**config.mk**
```make
export PLATFORM = sky130hd
export DESIGN_NAME = booth_operand_sequencer
export DESIGN_NICKNAME = d
export VERILOG_FILES = /design/src/rtl/booth_operand_sequencer_pkg.sv /design/src/rtl/booth_operand_sequencer_fifo.sv /design/src/rtl/booth_operand_sequencer.sv
export SDC_FILE = /design/constraint.sdc
export NUM_CORES = 1
export LEC_CHECK = 0
export ABC_AREA = 1
export BUFFER_PORTS_ARGS = -buffer_cell sky130_fd_sc_hd__clkbuf_2
export CAP_MARGIN = 15
export CORE_UTILIZATION = 54
export DETAILED_ROUTE_END_ITERATION = 12
export PLACE_DENSITY = 0.87
export SLEW_MARGIN = 20
export SYNTH_ARGS = -nofsm -noshare
export SYNTH_HDL_FRONTEND = slang
export SYNTH_SLANG_ARGS = --single-unit
```
**constraint.sdc**
```tcl
create_clock -name i_clk -period 6 [get_ports i_clk]
set_input_delay 1.2 -clock i_clk [delete_from_list [all_inputs] [get_ports i_clk]]
set_output_delay 1.2 -clock i_clk [all_outputs]
set_load 0.02 [all_outputs]
```
**src/rtl/booth_operand_sequencer_pkg.sv**
```systemverilog
// Shared constants for the Booth operand sequencer: default widths, timing
// parameters and the 3-bit FSM state encoding.
package booth_operand_sequencer_pkg;

  localparam int P_N         = 16;
  localparam int P_TAG_W     = 4;
  localparam int P_DEPTH     = 4;
  localparam int P_TIMEOUT   = 64;
  localparam int P_REARM_CYC = 2;

  typedef logic [2:0] state_t;

  localparam state_t S_IDLE  = 3'd0;
  localparam state_t S_START = 3'd1;
  localparam state_t S_LD_M  = 3'd2;
  localparam state_t S_LD_Q  = 3'd3;
  localparam state_t S_WAIT  = 3'd4;
  localparam state_t S_REARM = 3'd5;

endpackage

```
**src/rtl/booth_operand_sequencer_fifo.sv**
```systemverilog
// Small synchronous FIFO holding {tag, mplier, mcand} operand records.
// Pushes at full and pops at empty are dropped; pointers wrap modulo DEPTH.
module booth_op_fifo #(
  parameter int W     = 36,
  parameter int DEPTH = 4
) (
  input  logic                       i_clk,
  input  logic                       i_rst,
  input  logic                       i_push,
  input  logic [W-1:0]               i_wdata,
  input  logic                       i_pop,
  output logic [W-1:0]               o_rdata,
  output logic                       o_full,
  output logic                       o_empty,
  output logic [$clog2(DEPTH+1)-1:0] o_count
);

  localparam int AW = $clog2(DEPTH);
  localparam int CW = $clog2(DEPTH + 1);

  logic [W-1:0]  r_mem [DEPTH];
  logic [AW-1:0] r_wr_ptr;
  logic [AW-1:0] r_rd_ptr;
  logic [CW-1:0] r_count;
  logic          w_do_push;
  logic          w_do_pop;

  assign o_full    = (r_count == CW'(DEPTH));
  assign o_empty   = (r_count == CW'(0));
  assign o_count   = r_count;
  assign o_rdata   = r_mem[r_rd_ptr];
  assign w_do_push = i_push && !o_full;
  assign w_do_pop  = i_pop && !o_empty;

  // Storage write and pointer/occupancy bookkeeping.
  always_ff @(posedge i_clk or posedge i_rst) begin
    if (i_rst) begin
      for (int i = 0; i < DEPTH; i++) begin
        r_mem[i] <= '0;
      end
      r_wr_ptr <= '0;
      r_rd_ptr <= '0;
      r_count  <= '0;
    end else begin
      if (w_do_push) begin
        r_mem[r_wr_ptr] <= i_wdata;
        r_wr_ptr        <= r_wr_ptr + AW'(1);
      end
      if (w_do_pop) begin
        r_rd_ptr <= r_rd_ptr + AW'(1);
      end
      case ({w_do_push, w_do_pop})
        2'b10:   r_count <= r_count + CW'(1);
        2'b01:   r_count <= r_count - CW'(1);
        default: r_count <= r_count;
      endcase
    end
  end

endmodule

```
**src/rtl/booth_operand_sequencer.sv**
```systemverilog
// Feeds queued operand pairs into the Booth multiplier core: start pulse,
// M then Q on the shared data bus, wait for done (or time out), pulse rearm
// and report the job's tag. All handshake outputs are registered.
module booth_operand_sequencer
  import booth_operand_sequencer_pkg::*;
#(
  parameter int N         = P_N,
  parameter int TAG_W     = P_TAG_W,
  parameter int DEPTH     = P_DEPTH,
  parameter int TIMEOUT   = P_TIMEOUT,
  parameter int REARM_CYC = P_REARM_CYC
) (
  input  logic                       i_clk,
  input  logic                       i_rst,
  input  logic                       i_in_valid,
  output logic                       o_in_ready,
  input  logic [N-1:0]               i_in_mcand,
  input  logic [N-1:0]               i_in_mplier,
  input  logic [TAG_W-1:0]           i_in_tag,
  output logic                       o_start,
  output logic [N-1:0]               o_data_in,
  input  logic                       i_done,
  output logic                       o_rearm,
  output logic                       o_job_valid,
  output logic [TAG_W-1:0]           o_job_tag,
  output logic                       o_job_timeout,
  output logic                       o_busy,
  output logic [$clog2(DEPTH+1)-1:0] o_fifo_count
);

  localparam int FW = 2 * N + TAG_W;
  localparam int TW = (TIMEOUT > 1) ? $clog2(TIMEOUT) : 1;
  localparam int RW = (REARM_CYC > 1) ? $clog2(REARM_CYC) : 1;

  state_t           r_state;
  state_t           w_state_nxt;
  logic             w_timeout_nxt;
  logic             w_rearm_entry;
  logic [TW-1:0]    r_timer;
  logic [RW-1:0]    r_rearm_cnt;
  logic [TAG_W-1:0] r_cur_tag;

  logic [FW-1:0]    w_head;
  logic             w_full;
  logic             w_empty;
  logic             w_pop;
  logic [N-1:0]     w_head_mcand;
  logic [N-1:0]     w_head_mplier;
  logic [TAG_W-1:0] w_head_tag;

  // Head entry is consumed at the edge leaving LD_Q, after both operands went out.
  assign w_pop         = (r_state == S_LD_Q);
  assign o_in_ready    = !w_full;
  assign w_head_mcand  = w_head[N-1:0];
  assign w_head_mplier = w_head[2*N-1:N];
  assign w_head_tag    = w_head[FW-1:2*N];
  assign w_rearm_entry = (r_state == S_WAIT) && (w_state_nxt == S_REARM);

  booth_op_fifo #(
    .W     (FW),
    .DEPTH (DEPTH)
  ) u_fifo (
    .i_clk   (i_clk),
    .i_rst   (i_rst),
    .i_push  (i_in_valid),
    .i_wdata ({i_in_tag, i_in_mplier, i_in_mcand}),
    .i_pop   (w_pop),
    .o_rdata (w_head),
    .o_full  (w_full),
    .o_empty (w_empty),
    .o_count (o_fifo_count)
  );

  // Next-state decode; done only matters in WAIT and beats a same-cycle timeout.
  always_comb begin
    w_state_nxt   = r_state;
    w_timeout_nxt = 1'b0;
    case (r_state)
      S_IDLE:  begin
        if (!w_empty) w_state_nxt = S_START;
        else          w_state_nxt = S_IDLE;
      end
      S_START: w_state_nxt = S_LD_M;
      S_LD_M:  w_state_nxt = S_LD_Q;
      S_LD_Q:  w_state_nxt = S_WAIT;
      S_WAIT:  begin
        if (i_done) begin
          w_state_nxt   = S_REARM;
          w_timeout_nxt = 1'b0;
        end else if (r_timer == TW'(TIMEOUT - 1)) begin
          w_state_nxt   = S_REARM;
          w_timeout_nxt = 1'b1;
        end else begin
          w_state_nxt   = S_WAIT;
        end
      end
      S_REARM: begin
        if (r_rearm_cnt == RW'(REARM_CYC - 1)) w_state_nxt = S_IDLE;
        else                                   w_state_nxt = S_REARM;
      end
      default: w_state_nxt = S_IDLE;
    endcase
  end

  // State, timers, tag capture and registered Moore outputs (decoded from next state).
  always_ff @(posedge i_clk or posedge i_rst) begin
    if (i_rst) begin
      r_state       <= S_IDLE;
      r_timer       <= '0;
      r_rearm_cnt   <= '0;
      r_cur_tag     <= '0;
      o_start       <= 1'b0;
      o_data_in     <= '0;
      o_rearm       <= 1'b0;
      o_job_valid   <= 1'b0;
      o_job_tag     <= '0;
      o_job_timeout <= 1'b0;
      o_busy        <= 1'b0;
    end else begin
      r_state <= w_state_nxt;

      if (r_state == S_WAIT) r_timer <= r_timer + TW'(1);
      else                   r_timer <= '0;

      if (r_state == S_REARM) r_rearm_cnt <= r_rearm_cnt + RW'(1);
      else                    r_rearm_cnt <= '0;

      if (r_state == S_LD_Q) r_cur_tag <= w_head_tag;

      o_start       <= (w_state_nxt == S_START);
      o_busy        <= (w_state_nxt != S_IDLE);
      o_rearm       <= w_rearm_entry;
      o_job_valid   <= w_rearm_entry;
      o_job_timeout <= w_rearm_entry ? w_timeout_nxt : 1'b0;
      if (w_rearm_entry) o_job_tag <= r_cur_tag;

      case (w_state_nxt)
        S_LD_M:  o_data_in <= w_head_mcand;
        S_LD_Q:  o_data_in <= w_head_mplier;
        default: o_data_in <= '0;
      endcase
    end
  end

endmodule

```
==> results of run 1 <==
[area by class of cell]
cell class	instances	share of cell area [%]
multi-input cells	682	33.42
clock buffers	18	4.539
inverters	98	3.841
repair buffers	73	4.035
clock inverters	14	2.457
well taps	216	2.793
flip-flops and latches	189	48.92
[logic make-up (layout without fill, tap and decap cells)]
group                      Yosys count  after routing  synth area share, %
and+or+nand+nor                    445            445                20.43
DFF                                189            189                54.27
xor gates and xnor gates             4              4               0.4021
buffers and inverters              158            203                8.629
AOI/OAI and AO/OA                  226            226                15.18
adders and majority gates            7              7                1.091
[layout by cell type (no fill, tap or decap)]
cell        instances
dfrtp_4             1
inv_6               2
nor2_1             15
clkinv_4            2
clkinv_2            3
nor2_8              4
nand3_1            11
ha_1                6
o21ai_0           109
clkbuf_16          17
inv_2               3
buf_12              1
clkbuf_8            1
bufinv_16           6
clkbuf_2           68
inv_1              92
nor3_1              1
o21ai_1            37
nand2_1           412
fa_1                1
clkinv_1            2
buf_4               4
dfrtp_1           188
o211ai_1           72
clkinvlp_4          2
xor2_1              3
nand3_4             1
o21ai_2             3
a21oi_1             5
xnor2_1             1
nand2_8             1
[worst max-delay path: stages]
cell,delay (ps)
clkbuf_2,120
nand2_8,460
ha_1,260
inv_1,70
fa_1,380
nor2_1,110
nor2_1,50
nand2_1,70
xor2_1,170
[sequential cells by signal, indices dropped and copies added (netlist names)]
register,flops
r_rearm_cnt,1
o_busy,1
u_fifo.o_count,3
u_fifo.r_mem,144
o_job_timeout,1
o_job_valid,1
o_start,1
u_fifo.r_wr_ptr,2
o_job_tag,4
r_cur_tag,4
r_state,3
u_fifo.r_rd_ptr,2
r_timer,6
o_data_in,16
[layer usage]
layer	global-route usage (%)	share of wire, %	routed length, µm
met3	4.789	5.7	1139
met2	41.56	49	9719
met4	15.22	4.2	823
met1	32.56	41	8139
met5	0	0	0
[Yosys cell counts]
master	instances	share of area, %
nor2_8	4	0.92
nand3_1	11	0.63
buf_6	9	1.2
dfrtp_1	189	54
fa_1	1	0.23
o21ai_1	37	2.1
clkinv_1	2	0.086
buf_1	1	0.043
inv_2	3	0.13
nand3_4	1	0.20
buf_4	9	0.78
xnor2_1	1	0.10
buf_8	2	0.34
clkbuf_2	2	0.11
xor2_1	3	0.30
a21oi_1	5	0.29
o21ai_2	3	0.30
nor2_1	15	0.65
ha_1	6	0.86
clkbuf_1	11	0.47
nand2_1	412	18
o21ai_0	109	6.3
nand2_8	1	0.23
o211ai_1	72	6.2
inv_1	93	4.0
buf_2	26	1.5
nor3_1	1	0.057
[worst min path at each step]
stage                    to  slack [ps]
3_3_place_gp     r_timer[0]         450
2_1_floorplan    r_timer[0]         430
3_5_place_dp   o_job_tag[3]         460
5_1_grt          r_timer[0]         490
4_1_cts          r_timer[0]         480
6_report       o_job_tag[3]         470
[power by group]
group	internal, mW	switching [mW]
Combinational	0.641	1.43
Sequential	1.84	0.279
Clock	0.794	0.487
Total	3.27	2.19
==> flow_summary.ini, run 1 <==
[yosys]
ys_seq_elements = 189
synth.distinct_cells = 27
yosysSeqAreaShare_pct = 54.27
syn_area_mm2 = 0.008715
yosys_warnings = 0
syn_nets = 1076
synth_area_per_cell_um2 = 8.469
syn_inst = 1029

[power]
peakVddDrop_uv = 283.5
power_density_mw_per_mm2 = 565.0
total_power_mw = 5.467
p_leak_nw = 4.969

[final_layout]
drive_gt1_share_pct = 11.08
design_area_mm2 = 0.009676
fillCellCount = 1286
final_util_pct = 61.13
antennaDiodeCount = 0
finalNonFillerCells = 1290
nNetsFinal = 1108
multi_input_area_mm2 = 0.003233
syn_to_final_growth_pct = 11.03
regArea_mm2 = 0.004733

[timing]
finalSetupTns_ps = 0
fmax_mhz = 395.2
final.period_utilization_pct = 42.17
rsz0062_at_grt = no
hold_ws_ps = 468.8
drv_slew = 0
worst_pin_slew_ps = 941.4
finalCriticalPeriod_ps = 2530
slew_headroom_pct = 37.24
setup_violations = 0
worst_slack_ps = 3470
hold_viol = 0
finClkSkew_ps = 6.390

[cts]
root_buffer = clkbuf_16
cts_setup_buffers = 0
htree_levels = 4
cts_resized = 0
cts.sinks = 189
cts_tree = yes
cts_buffer_depth = 2
ctsHoldBuffers = 0
insertion_delay_ps = 440
clkTransAtPathRegs_ps = 70
cts_made_buffers = 17

[critical_path]
path_class = input port to flip-flop
endpoint = u_fifo.o_count[2]
cp-startpoint = i_in_valid
rr_startpoint = u_fifo.o_count[0]
rr_worst_depth = 10
r2r_slack_ps = 3710
r2r-end = u_fifo.o_count[2]
endpoint_kind = flip-flop
path_max_fanout = 80
worstPathArrival_ps = 2890
cp-start-kind = input port
required_ps = 6360

[floorplanning]
ios = 69
start_util_pct = 55.06
die_w_um = 129.0
die_area_mm2 = 0.01665
coreArea_mm2 = 0.01583
rows = 46
die_h_um = 129.0

[drt]
via_count = 6977
drt_iter0_drc = 774
drtPass1Iterations = 6
via_per_inst = 5.409
final_antenna_net_count = 0
remaining_drc_errors = 0
route.detailed.wl_per_inst_um = 15.37
wl_mm = 19.82

[global_routing]
track_usage_pct = 25.71
grt_pass1_vias = 6657
grt_max_degree = 157
antenna_found_initial = 0
overflow = 0
grt_pass1_wl_mm = 32.74

[flow_run]
drv_cap = 0

[worst_hold_path]
hp-start = o_job_tag[3]
hold_depth = 2
hp-class = flip-flop to flip-flop

[placement]
io_buffers = 68
hpwlAfterDp_mm = 11.42
dp_slack_ps = 3029
dp_cells = 1258
place_congestion = 0.7673
placement.cell_area_mm2 = 0.008999

[run_status]
status = completed
No activity file was read; power rests on OpenSTA's default activity.
==> inputs of run 2 (changes only) <==
==> constraint.sdc (replaced) <==
create_clock -name i_clk -period 2.2 [get_ports i_clk]
set_input_delay 0.44 -clock i_clk [delete_from_list [all_inputs] [get_ports i_clk]]
set_output_delay 0.44 -clock i_clk [all_outputs]
set_load 0.02 [all_outputs]
==> flow_summary.ini, run 2 (same netlist as run 1, synthesis figures left out) <==
[timing]
drv_slew = 0
fmax_mhz = 501.2
worst_pin_slew_ps = 659.9
finalCriticalPeriod_ps = 1995
rsz0062_at_grt = no
slew_headroom_pct = 55.96
setup_violations = 0
hold_viol = 0
finalSetupTns_ps = 0
finClkSkew_ps = 7.354
final.period_utilization_pct = 90.70

[placement]
dp_cells = 1277
hpwlAfterDp_mm = 12.85
placement.cell_area_mm2 = 0.009279
place_congestion = 0.8068
io_buffers = 68

[cts]
root_buffer = clkbuf_16
insertion_delay_ps = 440
cts_made_buffers = 17
cts_buffer_depth = 2
clkTransAtPathRegs_ps = 60
cts_setup_buffers = 0
cts_tree = yes
ctsHoldBuffers = 0
htree_levels = 4
cts.sinks = 189

[final_layout]
syn_to_final_growth_pct = 13.86
largest_register_ffs = 144
layout_commonest_cell = nand2_1
drive_gt1_share_pct = 12.63
top_regs = u_fifo.r_mem x144, o_data_in x16, r_timer x6
antennaDiodeCount = 0
finalNonFillerCells = 1309
top_register = u_fifo.r_mem
design_area_mm2 = 0.009922
nNetsFinal = 1127
final_cell_mix = nand2_1, dfrtp_1, o21ai_0, inv_1, o211ai_1

[power]
total_power_mw = 15.11
power_switching_mw = 6.105
netSwitchingFraction_pct = 40.40
p_clk_share_pct = 22.1
combPwrFrac_pct = 39.7
power_density_mw_per_mm2 = 1523
pwr-share-seq_pct = 38.2
peakVddDrop_uv = 806.0
p_leak_nw = 5.088
power.internal_mw = 9.006

[drt]
route.detailed.wl_per_inst_um = 15.88
wl_mm = 20.79
drtPass1Iterations = 6
remaining_drc_errors = 0
final_antenna_net_count = 0
via_count = 7209
via_per_inst = 5.507
drt_iter0_drc = 720

[floorplanning]
die_w_um = 129.0
start_util_pct = 55.06
die_h_um = 129.0
die_area_mm2 = 0.01665
ios = 69
coreArea_mm2 = 0.01583
rows = 46

[critical_path]
path_max_fanout = 5
worstPathArrival_ps = 2350
critPathTopFamily = adder cells
rr_worst_depth = 12
path_cells = inv_1, nand3_1, inv_2, nand2_1, inv_1, ha_1, inv_1, fa_1, nor2_1, nor2_1, nand2_1, xor2_1
endpoint_kind = flip-flop
required_ps = 2560
cp-start-kind = flip-flop
critical-path-max-stage-delay_ps = 390
worst-path-buf-inv = 4
r2r-end = u_fifo.o_count[2]
path_depth = 12
rr_startpoint = r_state[2]
r2r_slack_ps = 200
critPathMostFrequentCell = inv_1
path_class = flip-flop to flip-flop
crit_slowest_cell = dfrtp_1

[global_routing]
grt_pass1_vias = 7012
track_usage_pct = 26.86
grt_max_degree = 60
grt_pass1_wl_mm = 34.07
antenna_found_initial = 0
overflow = 0

[run_status]
status = completed

[flow_run]
drv_cap = 0

[worst_hold_path]
hp-class = input port to async pin
[run 2: per-layer routing]
| layer | up-vias | share of wire [%] | GRT usage (%) | wire length (µm) |
|---|---|---|---|---|
| met4 | 0 | 3.8 | 15.02 | 796 |
| met3 | 64 | 7.0 | 5.863 | 1460 |
| met1 | 3405 | 41 | 33.54 | 8530 |
| met2 | 342 | 48 | 43.72 | 10000 |
| li1 | 3398 | - | - | - |
| met5 | - | 0 | 0 | 0 |
[run 2: what timing repair did]
action | CTS | global route
resized for setup | 0 | 1
hold endpoints to repair | 0 | 0
endpoints found under the setup margin | 0 | 1
[run 2: layout make-up]
class	instances	area, µm²
clock inverter	10	158.9
clock buffer	22	484.2
sequential	189	4733
multi-input combinational	682	3233
timing repair buffer	92	670.6
tap	216	270.3
inverter	98	371.6
fill	1230	5906
[run 2: how the worst max path moves through the flow]
stage / startpoint / to / slack (ps)
after floorplan: i_rst / o_busy / -670
after global placement: r_state[2] / u_fifo.o_count[2] / 280
after detailed placement: r_state[2] / u_fifo.o_count[2] / 190
after CTS: r_state[2] / u_fifo.o_count[2] / 180
after global routing: r_state[2] / u_fifo.o_count[2] / 50
final: r_state[2] / u_fifo.o_count[2] / 200
[run 2: metrics by stage]
step / setup slack, ps / util [%] / hold WS, ps
4_1_cts: 176.7 / 62.69 / 14.09
3_5_place_dp: 188.8 / 58.62 / 458.8
6_report: 204.7 / 62.69 / 11.30
2_1_floorplan: -674.5 / - / 432.9
3_3_place_gp: 283.0 / 58.62 / 449.6
5_1_grt: 52.29 / 62.69 / 37.05
[run 2: power groups by stage]
stage / logic, mW / clock network (mW) / registers, mW
after floorplan: 4.30 / 0 / 5.73
after global placement: 5.64 / 0 / 5.73
after detailed placement: 5.86 / 0 / 5.80
after CTS: 5.96 / 3.36 / 5.75
after global routing: 6.75 / 3.49 / 5.92
final: 6.00 / 3.34 / 5.77
